`src/rtl/conv_psum_acc.sv`:
```
// conv_psum_acc: accumulates ROWS signed row partial sums into one conv output
// pixel, then adds bias, applies a rounding arithmetic right shift, optional
// ReLU and int8 saturation, and queues the pixel in a small valid/ready FIFO.
module conv_psum_acc #(
   parameter int PSUM_W     = 32,
   parameter int ACC_W      = 40,
   parameter int OUT_W      = 8,
   parameter int ROWS       = 5,
   parameter int FIFO_DEPTH = 4
) (
   input  logic              clk,
   input  logic              rst,
   input  logic              cfg_we,
   input  logic [31:0]       cfg_bias,
   input  logic [4:0]        cfg_shift,
   input  logic              cfg_relu,
   input  logic              flush,
   input  logic              in_valid,
   output logic              in_ready,
   input  logic [PSUM_W-1:0] in_psum,
   output logic              out_valid,
   input  logic              out_ready,
   output logic [OUT_W-1:0]  out_data,
   output logic              busy,
   output logic              sat_flag
);

   localparam int CNT_W = (ROWS > 1) ? $clog2(ROWS) : 1;
   localparam int PTR_W = (FIFO_DEPTH > 1) ? $clog2(FIFO_DEPTH) : 1;
   localparam logic [CNT_W-1:0] LAST_ROW = CNT_W'(ROWS - 1);
   localparam logic signed [ACC_W-1:0] MAX_V = ACC_W'((2 ** (OUT_W - 1)) - 1);
   localparam logic signed [ACC_W-1:0] MIN_V = ACC_W'(-(2 ** (OUT_W - 1)));

   // Configuration registers
   logic signed [31:0]       bias_q;
   logic [4:0]               shift_q;
   logic                     relu_q;

   // Stage 1 state
   logic [CNT_W-1:0]         row_cnt;
   logic signed [ACC_W-1:0]  acc;
   logic signed [ACC_W-1:0]  post_sum;
   logic                     post_valid;

   // Output FIFO state
   logic [OUT_W-1:0]         mem [FIFO_DEPTH];
   logic [PTR_W-1:0]         wr_ptr;
   logic [PTR_W-1:0]         rd_ptr;
   logic [PTR_W:0]           fifo_count;

   logic                     accept;
   logic                     pop;
   logic signed [ACC_W-1:0]  psum_ext;
   logic signed [ACC_W-1:0]  bias_ext;
   logic signed [ACC_W-1:0]  rounded;
   logic signed [ACC_W-1:0]  shifted;
   logic signed [ACC_W-1:0]  relu_v;
   logic [OUT_W-1:0]         q_out;
   logic                     clamped;

   assign psum_ext = {{(ACC_W - PSUM_W){in_psum[PSUM_W-1]}}, in_psum};
   assign bias_ext = {{(ACC_W - 32){bias_q[31]}}, bias_q};

   // Space is reserved for the pixel in stage 2 so that stage 2 never stalls.
   assign in_ready  = (fifo_count + (PTR_W + 1)'(post_valid)) < (PTR_W + 1)'(FIFO_DEPTH);
   assign accept    = in_valid && in_ready;
   assign out_valid = (fifo_count != '0);
   assign pop       = out_valid && out_ready;
   assign out_data  = out_valid ? mem[rd_ptr] : '0;
   assign busy      = (row_cnt != '0) || post_valid || out_valid;

   // Requantize the completed pixel sum: round-half-up shift, ReLU, saturate.
   always_comb begin
      // NOTE: every always_comb output gets a default first so no path leaves it unassigned (no latch).
      rounded = post_sum;
      clamped = 1'b0;
      q_out   = '0;
      if (shift_q != 5'd0) begin
         rounded = post_sum + (ACC_W'(1) << (shift_q - 5'd1));
      end
      shifted = rounded >>> shift_q;
      relu_v  = (relu_q && shifted < 0) ? '0 : shifted;
      if (relu_v > MAX_V) begin
         q_out   = MAX_V[OUT_W-1:0];
         clamped = 1'b1;
      end else if (relu_v < MIN_V) begin
         q_out   = MIN_V[OUT_W-1:0];
         clamped = 1'b1;
      end else begin
         q_out   = relu_v[OUT_W-1:0];
      end
   end

   // Config writes are only taken while the datapath is idle.
   always_ff @(posedge clk or posedge rst) begin
      // NOTE: clocked state uses non-blocking assignments so every register samples pre-edge values.
      if (rst) begin
         bias_q  <= '0;
         shift_q <= '0;
         relu_q  <= 1'b0;
      end else if (cfg_we && !busy) begin
         bias_q  <= cfg_bias;
         shift_q <= cfg_shift;
         relu_q  <= cfg_relu;
      end
   end

   // Stage 1: row accumulation; the final row adds bias and hands off to stage 2.
   always_ff @(posedge clk or posedge rst) begin
      if (rst) begin
         row_cnt    <= '0;
         acc        <= '0;
         post_sum   <= '0;
         post_valid <= 1'b0;
      end else if (flush) begin
         row_cnt    <= '0;
         acc        <= '0;
         post_valid <= 1'b0;
      end else begin
         post_valid <= 1'b0;
         if (accept) begin
            if (row_cnt == LAST_ROW) begin
               post_sum   <= acc + psum_ext + bias_ext;
               post_valid <= 1'b1;
               acc        <= '0;
               row_cnt    <= '0;
            end else begin
               acc     <= acc + psum_ext;
               row_cnt <= row_cnt + CNT_W'(1);
            end
         end
      end
   end

   // FIFO storage; the contents are qualified by fifo_count.
   always_ff @(posedge clk) begin
      // NOTE: the storage array is not reset; out_data is masked while empty so stale words never escape.
      if (post_valid && !flush) begin
         mem[wr_ptr] <= q_out;
      end
   end

   // FIFO pointers and occupancy; push comes from stage 2, pop from the consumer.
   always_ff @(posedge clk or posedge rst) begin
      if (rst) begin
         wr_ptr     <= '0;
         rd_ptr     <= '0;
         fifo_count <= '0;
      end else if (flush) begin
         wr_ptr     <= '0;
         rd_ptr     <= '0;
         fifo_count <= '0;
      end else begin
         if (post_valid) wr_ptr <= wr_ptr + PTR_W'(1);
         if (pop)        rd_ptr <= rd_ptr + PTR_W'(1);
         case ({post_valid, pop})
            2'b10:   fifo_count <= fifo_count + (PTR_W + 1)'(1);
            2'b01:   fifo_count <= fifo_count - (PTR_W + 1)'(1);
            default: fifo_count <= fifo_count;
         endcase
      end
   end

   // Sticky saturation indicator, set whenever a written pixel was clamped.
   always_ff @(posedge clk or posedge rst) begin
      if (rst) begin
         sat_flag <= 1'b0;
      end else if (post_valid && clamped && !flush) begin
         sat_flag <= 1'b1;
      end
   end

endmodule

```
`config.mk`:
```
export PLATFORM = sky130hd
export DESIGN_NAME = conv_psum_acc
export DESIGN_NICKNAME = d
export VERILOG_FILES = /design/src/rtl/conv_psum_acc.sv
export SDC_FILE = /design/constraint.sdc
export NUM_CORES = 1
export LEC_CHECK = 0
export ABC_AREA = 1
export BUFFER_PORTS_ARGS = -buffer_cell sky130_fd_sc_hd__buf_2
export CORE_MARGIN = 3
export CORE_UTILIZATION = 70
export CTS_BUF_LIST = sky130_fd_sc_hd__clkbuf_2
export DETAILED_ROUTE_END_ITERATION = 8
export GPL_ROUTABILITY_DRIVEN = 0
export GPL_TIMING_DRIVEN = 0
export PLACE_DENSITY = 0.89
export REMOVE_ABC_BUFFERS = 1
export SETUP_SLACK_MARGIN = 0.15
export SYNTH_ARGS = -nofsm -noshare
export SYNTH_HDL_FRONTEND = slang
export SYNTH_SLANG_ARGS = --single-unit
```
`constraint.sdc`:
```
create_clock -name clk -period 7.74 [get_ports clk]
set_clock_uncertainty 0.1 [all_clocks]
set_input_delay 0 -clock clk [delete_from_list [all_inputs] [get_ports clk]]
set_output_delay 0 -clock clk [all_outputs]
set_load 0.01 [all_outputs]
```
==> results of run 1 <==
## through the flow
step / instance area, µm² / hold slack (ns) / utilization [%]
2_1_floorplan: 15800 / 0.0507 / -
3_3_place_gp: 16600 / 0.132 / 74.5
3_5_place_dp: 16700 / -0.0765 / 74.9
4_1_cts: 18800 / 0.0179 / 84.4
## layer usage
| metal | overflow | GRT usage, % |
|---|---|---|
| met5 | 1 | 31.9 |
| met4 | 25 | 70.6 |
| met3 | 0 | 62.7 |
| met2 | 25 | 86.9 |
| met1 | 0 | 75.7 |
## kinds of logic after synthesis
family,Yosys count,synth area share (%)
xor+xnor,74,4.01
flops,162,26.1
compound gates,377,13.7
fa+ha+maj,120,9.48
mux,35,2.42
simple gates,1317,36.0
buf+inv,335,8.31
## synth_stat cells, types with 10 or more instances
master	instances	area (µm²)
a21oi_1	134	671
a22o_1	31	272
a31oi_1	15	93.8
buf_2	21	105
buf_4	11	82.6
clkbuf_1	37	139
dfrtp_1	130	3250
edfxtp_1	32	961
ha_1	116	1450
inv_1	248	931
mux2_2	33	372
nand2_1	641	2410
nand2_2	29	181
nand3_1	325	1630
nand3_2	22	220
nand3b_1	10	75.1
nand4_1	14	87.6
nor2_1	217	815
nor2_2	12	75.1
nor3_1	13	65.1
o21ai_0	129	646
o21ai_1	10	50.1
or2_2	15	93.8
xnor2_1	27	236
xor2_1	47	412
## repair_timing
action	4_1_cts
endpoints found under the hold margin	271
pin swaps	0
resized for setup	5
cloned	2
hold buffers	177
setup endpoints to repair	29
==> results.py, run 1 <==
metrics = {
    "clocking": {
        "cts_buffers": 17,
        "htreeDepth": 4,
        "clk_path_buf_depth": 2,
        "root_buffer": "clkbuf_2",
        "cts_setup_buffers": 0,
        "clkSinkCount": 162,
    },
    "status": {
        "lastStage": "global routing (5_1_grt)",
        "stop_error": "[ERROR GRT-0232] Routing congestion too high. Check the congestion heatmap in the GUI.",
        "status": "did not finish",
    },
    "logic_synthesis": {
        "avgSynthCellArea_um2": 6.67,
        "synth-seq-cells": 162,
        "synth_cells": 2420,
        "yosys_warnings": 0,
        "syn-cell-area_um2": 16200,
        "synthArstFlopShare_pct": 80.2,
        "synthFlopType": "dfrtp_1",
        "synth_cell_types": 58,
        "synth_seq_area_share_pct": 26.1,
        "synth-edff-count": 32,
    },
    "sta": {
        "grt_worst_setup_endpoint": "post_sum[36]$_DFFE_PP0P_/D",
        "worst-ep-kind": "sequential cell input",
    },
    "global_route": {
        "overflow": 51,
        "grt_max_degree": 91,
        "grt_use_total_pct": 74.1,
    },
    "die": {
        "die_w_um": 158,
        "initial_core_util_pct": 72.7,
        "die_h_um": 158,
        "rows": 54,
        "pin_count": 88,
    },
    "place": {
        "dp_cells": 2715,
        "post-place-ws_ns": -1.01,
        "dp.final_hpwl_um": 35700,
        "place.port_buffers": 87,
    },
}
==> run 2: changes to the inputs <==
--- a/config.mk
+++ b/config.mk
@@ -8,14 +8,12 @@
 export ABC_AREA = 1
 export BUFFER_PORTS_ARGS = -buffer_cell sky130_fd_sc_hd__buf_2
 export CORE_MARGIN = 3
-export CORE_UTILIZATION = 70
-export CTS_BUF_LIST = sky130_fd_sc_hd__clkbuf_2
+export CORE_UTILIZATION = 40
 export DETAILED_ROUTE_END_ITERATION = 8
 export GPL_ROUTABILITY_DRIVEN = 0
 export GPL_TIMING_DRIVEN = 0
-export PLACE_DENSITY = 0.89
+export PLACE_DENSITY_LB_ADDON = 0.15
 export REMOVE_ABC_BUFFERS = 1
-export SETUP_SLACK_MARGIN = 0.15
 export SYNTH_ARGS = -nofsm -noshare
 export SYNTH_HDL_FRONTEND = slang
 export SYNTH_SLANG_ARGS = --single-unit
==> run 2 against run 1 <==
Compared with the run above:
- the flow now finishes without violations
- synthesized cell count is the same
- synthesized area is the same
==> results.py, run 2 <==
metrics = {
    "sta": {
        "totalNegativeSetupSlack_ns": 0,
        "hold_viol": 0,
        "setup_viol": 0,
        "rsz0062_at_grt": "false",
        "clock.fmax_mhz": 143,
        "max-slew-margin-rel_pct": 15.2,
        "tightest_slew_ns": 1.26,
        "setup_slack_ns": 0.757,
        "finalMaxSlewViolations": 0,
        "min_period_over_period_pct": 90.2,
        "min_period_ns": 6.98,
    },
    "critical_path": {
        "critPathMaxFanout": 52,
        "crit_top_cell": "nand2_1",
        "slowest_delay_ns": 0.74,
        "cp.required_ns": 7.80,
        "critPathArrivalTime_ns": 7.04,
        "worst_path_max_delay_cell": "dfrtp_4",
        "crit_type": "reg2reg",
        "end_kind": "flop",
        "start_kind": "flop",
    },
    "final_layout": {
        "diodes": 0,
        "fin_nets": 2710,
        "final_util_pct": 46.4,
        "fin_area_um2": 18200,
        "syn_to_final_growth_pct": 12.8,
        "drive_above_1_share_pct": 10.8,
        "mostFrequentLayoutCells": "nand2_1 (640), nand3_1 (325), inv_1 (244)",
        "layout_commonest_cell": "nand2_1",
        "top_regs": "acc x40, post_sum x40",
    },
    "clocking": {
        "clk_path_buf_depth": 2,
        "htreeDepth": 4,
        "clk_pin_slew_ns": 0.07,
        "cts_tree": "built",
        "root_buffer": "clkbuf_16",
        "clkSinkCount": 162,
        "clkLatencyLatePin_ns": 0.45,
        "cts_buffers": 17,
    },
    "logic_synthesis": {
        "yosysMostFrequentCell": "nand2_1",
        "avgSynthCellArea_um2": 6.67,
        "synthFlopType": "dfrtp_1",
        "synth_cell_types": 58,
        "synthDominantCellAreaShare_pct": 20.1,
        "synthTopCellsByCount": "nand2_1 (641), nand3_1 (325), inv_1 (248)",
        "synth_seq_area_share_pct": 26.1,
        "synth_largest_area_cell": "dfrtp_1",
        "synth-edff-count": 32,
        "synthArstFlopShare_pct": 80.2,
        "syn-cell-area_um2": 16200,
        "synth_cells": 2420,
        "synth-seq-cells": 162,
        "yosys_warnings": 0,
        "synth.area.top_cells": "dfrtp_1 (20%), nand2_1 (15%), nand3_1 (10%)",
    },
    "min_path": {
        "hp-class": "in2reg",
    },
    "drt": {
        "drc_errors": 0,
        "final_antenna_net_count": 0,
        "num_vias": 16300,
        "drt_iter0_markers": 981,
        "wire_per_inst_um": 16.2,
        "drt-vias-per-instance": 5.37,
        "drt_wl_total_um": 49400,
        "dr.pass1.iters": 5,
    },
    "die": {
        "pin_count": 88,
        "rows": 72,
        "initial_core_util_pct": 41.1,
        "dieArea_um2": 42800,
        "die_h_um": 207,
        "die_w_um": 207,
        "core-area_um2": 39300,
    },
    "place": {
        "post-place-ws_ns": -0.925,
        "dp.final_hpwl_um": 39000,
        "place.port_buffers": 87,
        "dpl-instance-area_um2": 17000,
    },
    "flow_run": {
        "maxCapViolCount": 0,
    },
    "global_route": {
        "grt_use_total_pct": 23.4,
        "first_global_vias": 15600,
        "antenna_found_initial": 0,
        "grt_first_pass_wirelength_um": 80000,
        "overflow": 0,
        "grt_max_degree": 76,
    },
    "power": {
        "power_leakage_uw": 0.00902,
        "irDropWorstVdd_mv": 0.201,
        "powerDensity_nw_per_um2": 405,
    },
    "status": {
        "status": "finished, final reports clean",
    },
}
[run 2: routing by layer]
layer / wire length [µm] / GRT usage [%]
met1: 23500 / 33.1
met2: 22000 / 37.1
met3: 2400 / 2.95
met4: 1560 / 8.09
met5: 0 / 0
[run 2: kinds of logic (layout without fill, tap and decap cells)]
group	count (synthesis)	in the layout	synth area share, %
xor gates and xnor gates	74	74	4.01
muxes	35	35	2.42
buffers and inverters	335	442	8.31
AOI/OAI and AO/OA	377	377	13.7
adders and majority gates	120	120	9.48
DFF	162	162	26.1
and+or+nand+nor	1317	1317	36.0
[run 2: where the power goes]
group	internal (µW)	total (µW)	switching (µW)
registers	1110	1520	403
logic	1880	4990	3110
clock network	507	878	371
total	3500	7380	3880
[run 2: worst paths after layout]
path	depth (start not counted)	slack [ns]	startpoint	to
min in group asynchronous	3	0.04	rst	sat_flag$_DFFE_PP0P_
worst max-delay path	37	0.76	shift_q[2]$_DFFE_PP0P_	mem[3][5]$_DFFE_PP_
max in group asynchronous	4	6.71	rst	acc[13]$_DFFE_PP0P_
worst min register to register	2	0.36	sat_flag$_DFFE_PP0P_	sat_flag$_DFFE_PP0P_
worst max register to register	37	0.76	shift_q[2]$_DFFE_PP0P_	mem[3][5]$_DFFE_PP_
worst min-delay path	4	0.02	in_psum[6]	acc[6]$_DFFE_PP0P_
[run 2: worst max-delay path, delay by kind of cell (launching register included)]
kind	cells	cell delay, ns
compound gates	1	0.09
fa+ha+maj	2	0.68
flops	1	0.74
simple gates	29	3.75
buf+inv	5	1.25
[run 2: what timing repair did]
action | in CTS | in global routing
setup endpoints to repair | 29 | 29
hold endpoints to repair | 176 | 0
resized for setup | 3 | 4
hold buffers | 56 | 0
buffers inserted | 0 | 2
[run 2: cell type report]
class                   count  area, µm²
well taps                 518        648
clock buffers              19        433
repair buffers            151       1140
clock inverters            13        160
flip-flops and latches    162       4220
inverters                 259        983
multi-input cells        1923      10600
fillers                  4123      21100
[run 2: per-stage QoR]
step,cells,hold slack (ns),total power (µW)
2_1_floorplan,2344,0.0507,5090
3_3_place_gp,2949,0.132,6320
3_5_place_dp,2953,-0.0107,6390
4_1_cts,3041,0.00106,7340
5_1_grt,3045,0.0277,8140
6_report,3045,0.0243,7380
(Power assumes the default switching activity.)
==> run 3: changes to the inputs <==
--- a/config.mk
+++ b/config.mk
@@ -7,8 +7,11 @@
 export LEC_CHECK = 0
 export ABC_AREA = 1
 export BUFFER_PORTS_ARGS = -buffer_cell sky130_fd_sc_hd__buf_2
+export CELL_PAD_IN_SITES_DETAIL_PLACEMENT = 0
+export CELL_PAD_IN_SITES_GLOBAL_PLACEMENT = 1
 export CORE_MARGIN = 3
 export CORE_UTILIZATION = 40
+export CTS_BUF_LIST = sky130_fd_sc_hd__clkbuf_8
 export DETAILED_ROUTE_END_ITERATION = 8
 export GPL_ROUTABILITY_DRIVEN = 0
 export GPL_TIMING_DRIVEN = 0
==> run 3 against run 2 <==
Compared with the run above:
- clock power shrank 27%
- fmax grew 0.31%
- sequential power is essentially flat
- register-to-register slack gained 0.02 ns
- sequential cell count is the same
==> results.py, run 3 (synthesis results as in run 2) <==
metrics = {
    "critical_path": {
        "worst_path_max_delay_cell": "dfrtp_4",
        "crit_family": "simple AND/OR/NAND/NOR gates",
        "end_kind": "flop",
        "slowest_delay_ns": 0.74,
        "path_depth": 39,
        "critPathMaxFanout": 52,
        "critPathArrivalTime_ns": 7.07,
        "crit_type": "reg2reg",
        "ff2ff_path_depth": 39,
        "start_kind": "flop",
        "cp.required_ns": 7.85,
        "crit_buf_inv": 5,
        "crit_top_cell": "nand2_1",
    },
    "clocking": {
        "root_buffer": "clkbuf_8",
        "cts_setup_buffers": 0,
        "clkLatencyLatePin_ns": 0.50,
        "clk_pin_slew_ns": 0.10,
        "clkSinkCount": 162,
        "htreeDepth": 4,
        "clk_path_buf_depth": 2,
        "cts_tree": "built",
        "cts_buffers": 17,
    },
    "die": {
        "pin_count": 88,
        "die_h_um": 207,
        "rows": 72,
        "dieArea_um2": 42800,
        "initial_core_util_pct": 41.1,
        "die_w_um": 207,
        "core-area_um2": 39300,
    },
    "place": {
        "post-place-ws_ns": -1.16,
        "place.port_buffers": 87,
        "dp.final_hpwl_um": 40600,
    },
    "sta": {
        "clock.fmax_mhz": 144,
        "setup_slack_ns": 0.779,
        "max-slew-margin-rel_pct": 15.9,
        "min_period_over_period_pct": 89.9,
        "rsz0062_at_grt": "false",
        "hold_viol": 0,
        "setup_viol": 0,
        "min_period_ns": 6.96,
        "tightest_slew_ns": 1.26,
        "finalMaxSlewViolations": 0,
    },
    "power": {
        "power_leakage_uw": 0.00899,
        "combPwrFrac_pct": 69.8,
        "irDropWorstVdd_mv": 0.190,
        "powerDensity_nw_per_um2": 394,
        "clkPwrFrac_pct": 8.9,
        "switching_share_pct": 54.6,
        "seq_power_share_pct": 21.3,
        "p_sw_uw": 3910,
        "power.internal_uw": 3250,
    },
    "final_layout": {
        "mostFrequentLayoutCells": "nand2_1 (640), nand3_1 (325), inv_1 (244)",
        "layout_commonest_cell": "nand2_1",
        "diodes": 0,
        "syn_to_final_growth_pct": 12.5,
        "fin_nets": 2726,
        "final_util_pct": 46.3,
        "top_regs": "acc x40, post_sum x40",
        "drive_above_1_share_pct": 10.7,
    },
    "flow_run": {
        "maxCapViolCount": 0,
    },
    "global_route": {
        "grt_first_pass_wirelength_um": 82700,
        "antenna_found_initial": 0,
        "overflow": 0,
        "first_global_vias": 16000,
        "grt_use_total_pct": 24.3,
        "grt_max_degree": 88,
    },
    "min_path": {
        "hold-path-cell-count": 3,
        "hp-class": "in2reg",
    },
    "status": {
        "status": "finished, final reports clean",
    },
    "drt": {
        "wire_per_inst_um": 16.6,
        "dr.pass1.iters": 5,
        "num_vias": 16200,
        "drt_iter0_markers": 890,
        "drc_errors": 0,
        "final_antenna_net_count": 0,
        "drt_wl_total_um": 51000,
        "drt-vias-per-instance": 5.30,
    },
}
## run 3: per-layer routing
metal	vias up	track usage, %	routed length [µm]
li1	8318	-	-
met1	7504	34.3	25000
met2	318	39.3	22900
met3	73	2.41	1500
met4	0	8.07	1550
met5	-	0	0
## run 3: layout make-up
class / count / area (µm²)
Multi-Input combinational cell: 1923 / 10600
Sequential cell: 162 / 4230
Tap cell: 518 / 648
Clock inverter: 15 / 168
Clock buffer: 17 / 234
Fill cell: 4161 / 21100
Inverter: 259 / 982
Timing Repair Buffer: 167 / 1290
## run 3: final timing paths
kind	end	from	slack, ns
setup / recovery	mem[2][6]$_DFFE_PP_	shift_q[2]$_DFFE_PP0P_	0.78
hold / removal	bias_q[31]$_DFFE_PP0P_	cfg_we	0.05
setup reg to reg	mem[2][6]$_DFFE_PP_	shift_q[2]$_DFFE_PP0P_	0.78
hold reg to reg	sat_flag$_DFFE_PP0P_	sat_flag$_DFFE_PP0P_	0.37
max in group asynchronous	post_sum[16]$_DFFE_PP0P_	rst	6.20
min in group asynchronous	acc[37]$_DFFE_PP0P_	rst	0.55
## run 3: per-stage QoR
stage	setup TNS (ns)	total power, µW	hold WS (ns)	cell area, µm²	std cells
3_5_place_dp	-32.27	6430	-0.0544	17000	2952
6_report	0	7160	0.0483	18200	3061
4_1_cts	0	7150	0.00254	18100	3060
5_1_grt	0	7960	0.0506	18200	3061
2_1_floorplan	0	5090	0.0507	15800	2344
3_3_place_gp	-49.55	6410	0.132	16900	2949
## run 3: power by group through the flow
stage          sequential [µW]  clock [µW]  combinational [µW]
2_1_floorplan             1360           0                3730
3_3_place_gp              1520           0                4890
3_5_place_dp              1520           0                4910
4_1_cts                   1510         659                4990
5_1_grt                   1560         693                5710
6_report                  1520         637                5000
## run 3: worst min-delay path, cell delays in order
cell and delay (ns):
buf_2 0.09, nand2_2 0.23, mux2_2 0.31
## run 3: repair_timing
action / 4_1_cts / 5_1_grt
gates resized for setup: 3 / 5
endpoints found under the hold margin: 201 / 0
pin swaps: 0 / 0
setup endpoints to repair: 29 / 29
hold buffers: 76 / 0
==> run 4: changes to the inputs <==
--- a/config.mk
+++ b/config.mk
@@ -10,7 +10,7 @@
 export CELL_PAD_IN_SITES_DETAIL_PLACEMENT = 0
 export CELL_PAD_IN_SITES_GLOBAL_PLACEMENT = 1
 export CORE_MARGIN = 3
-export CORE_UTILIZATION = 40
+export CORE_UTILIZATION = 50
 export CTS_BUF_LIST = sky130_fd_sc_hd__clkbuf_8
 export DETAILED_ROUTE_END_ITERATION = 8
 export GPL_ROUTABILITY_DRIVEN = 0
==> run 4 against run 3 <==
Compared with the run above:
- clock power rose by 7.2%
- critical path depth fell by 2
- sequential cell count did not move
- power rose by 0.78%
- design area fell by 1.3%
- clock-buffer cell count did not move
- via count rose by 1.4%
- largest cell class unchanged
==> results.py, run 4 (synthesis results as in run 2) <==
metrics = {
    "critical_path": {
        "worst_path_max_delay_cell": "dfrtp_4",
        "ff2ff_path_depth": 37,
        "end_kind": "flop",
        "crit_end": "mem[3][2]$_DFFE_PP_",
        "start_kind": "flop",
        "crit_top_cell": "nand2_1",
        "critPathMaxFanout": 48,
        "slowest_delay_ns": 0.73,
        "r2r_end": "mem[3][2]$_DFFE_PP_",
        "critPathArrivalTime_ns": 7.20,
        "r2r_setup_slack_ns": 0.61,
        "timing.rr.start": "shift_q[2]$_DFFE_PP0P_",
        "crit_type": "reg2reg",
        "cp.required_ns": 7.81,
        "startpoint": "shift_q[2]$_DFFE_PP0P_",
    },
    "drt": {
        "dr.pass1.iters": 5,
        "drc_errors": 0,
        "num_vias": 16400,
        "wire_per_inst_um": 16.8,
        "drt_wl_total_um": 49300,
        "drt-vias-per-instance": 5.60,
        "drt_iter0_markers": 1145,
        "final_antenna_net_count": 0,
    },
    "place": {
        "dp.final_hpwl_um": 38200,
        "dp_cells": 2836,
        "place.port_buffers": 87,
    },
    "global_route": {
        "grt_first_pass_wirelength_um": 78900,
        "antenna_found_initial": 0,
        "grt_use_total_pct": 28.7,
        "grt_max_degree": 90,
        "first_global_vias": 15600,
        "overflow": 0,
    },
    "sta": {
        "hold_viol": 0,
        "min_period_ns": 7.13,
        "min_period_over_period_pct": 92.1,
        "tightest_slew_ns": 1.30,
        "rsz0062_at_grt": "false",
        "finalMaxSlewViolations": 0,
        "max-slew-margin-rel_pct": 13.2,
        "setup_viol": 0,
        "hold_ws_ns": 0.0287,
        "clock.fmax_mhz": 140,
    },
    "die": {
        "die_h_um": 186,
        "die_w_um": 186,
        "initial_core_util_pct": 50.9,
        "core-area_um2": 31700,
        "dieArea_um2": 34500,
        "pin_count": 88,
        "rows": 65,
    },
    "final_layout": {
        "nFillCells": 3120,
        "diodes": 0,
        "fin_nets": 2716,
        "syn_to_final_growth_pct": 11.0,
        "final_util_pct": 56.5,
        "seq_area_um2": 4220,
        "drive_above_1_share_pct": 10.8,
        "top_regs": "acc x40, post_sum x40",
        "multiInputGateArea_um2": 10600,
        "fin_cells": 2935,
        "mostFrequentLayoutCells": "nand2_1 (641), nand3_1 (325), inv_1 (245)",
        "layout_commonest_cell": "nand2_1",
    },
    "clocking": {
        "clk_path_buf_depth": 2,
        "htreeDepth": 4,
        "cts_tree": "built",
        "root_buffer": "clkbuf_8",
        "clkLatencyLatePin_ns": 0.47,
        "clkSinkCount": 162,
        "cts_setup_buffers": 0,
        "clk_pin_slew_ns": 0.09,
        "cts_buffers": 17,
    },
    "status": {
        "status": "finished, final reports clean",
    },
    "power": {
        "powerDensity_nw_per_um2": 402,
        "power_leakage_uw": 0.00895,
        "irDropWorstVdd_mv": 0.230,
    },
    "min_path": {
        "hp-class": "in2reg",
    },
    "flow_run": {
        "maxCapViolCount": 0,
    },
}
[run 4: per-stage QoR]
step	instance area, µm²	setup TNS, ns	power, µW	setup slack, ns
after detailed placement	16800	-32.57	6370	-1.17
final	17900	0	7210	0.610
after global routing	17900	0	7920	0.0666
after floorplan	15800	0	5090	1.27
after global placement	16700	-42.36	6310	-1.51
after CTS	17900	0	7130	0.155
[run 4: worst min-delay path by stage]
stage / startpoint / cells after the start / endpoint / slack [ns]
CTS: in_psum[11] / 4 / acc[11]$_DFFE_PP0P_ / 0.004
global route: in_psum[23] / 4 / acc[23]$_DFFE_PP0P_ / 0.04
floorplan: cfg_bias[0] / 1 / bias_q[0]$_DFFE_PP0P_ / 0.05
global placement: cfg_bias[28] / 2 / bias_q[28]$_DFFE_PP0P_ / 0.13
detailed placement: rst / 2 / acc[36]$_DFFE_PP0P_ / -0.08
finish: in_psum[11] / 4 / acc[11]$_DFFE_PP0P_ / 0.03
[run 4: routing by layer]
metal  track usage [%]  wire, µm
met4              10.6      1680
met5                 0         0
met2              46.1     21900
met1              40.0     23300
met3              3.03      2450
[run 4: critical path: cells and delay by family (launching register included)]
family | cells | cell delay [ns]
adders and majority gates | 2 | 0.69
and+or+nand+nor | 30 | 4.01
buffers and inverters | 5 | 1.25
DFF | 1 | 0.73
[run 4: repair_timing]
item	4_1_cts	5_1_grt
cloned	2	1
setup endpoints to repair	29	29
pin swaps	1	0
hold buffers	62	0
endpoints found under the hold margin	187	0
gates resized for setup	3	2
[run 4: final cells by class]
| class | count | share of cell area (%) |
|---|---|---|
| clock buffer | 17 | 1.30 |
| clock inverter | 15 | 1.08 |
| inverter | 259 | 5.48 |
| multi-input combinational | 1924 | 59.2 |
| sequential | 162 | 23.5 |
| tap | 402 | 2.80 |
| timing repair buffer | 154 | 6.50 |
| timing repair inverter | 2 | 0.0558 |
[run 4: power by group]
| part | internal [µW] | total, µW | switching [µW] |
|---|---|---|---|
| combinational | 1870 | 5010 | 3130 |
| sequential | 1110 | 1520 | 407 |
| clock | 329 | 683 | 354 |
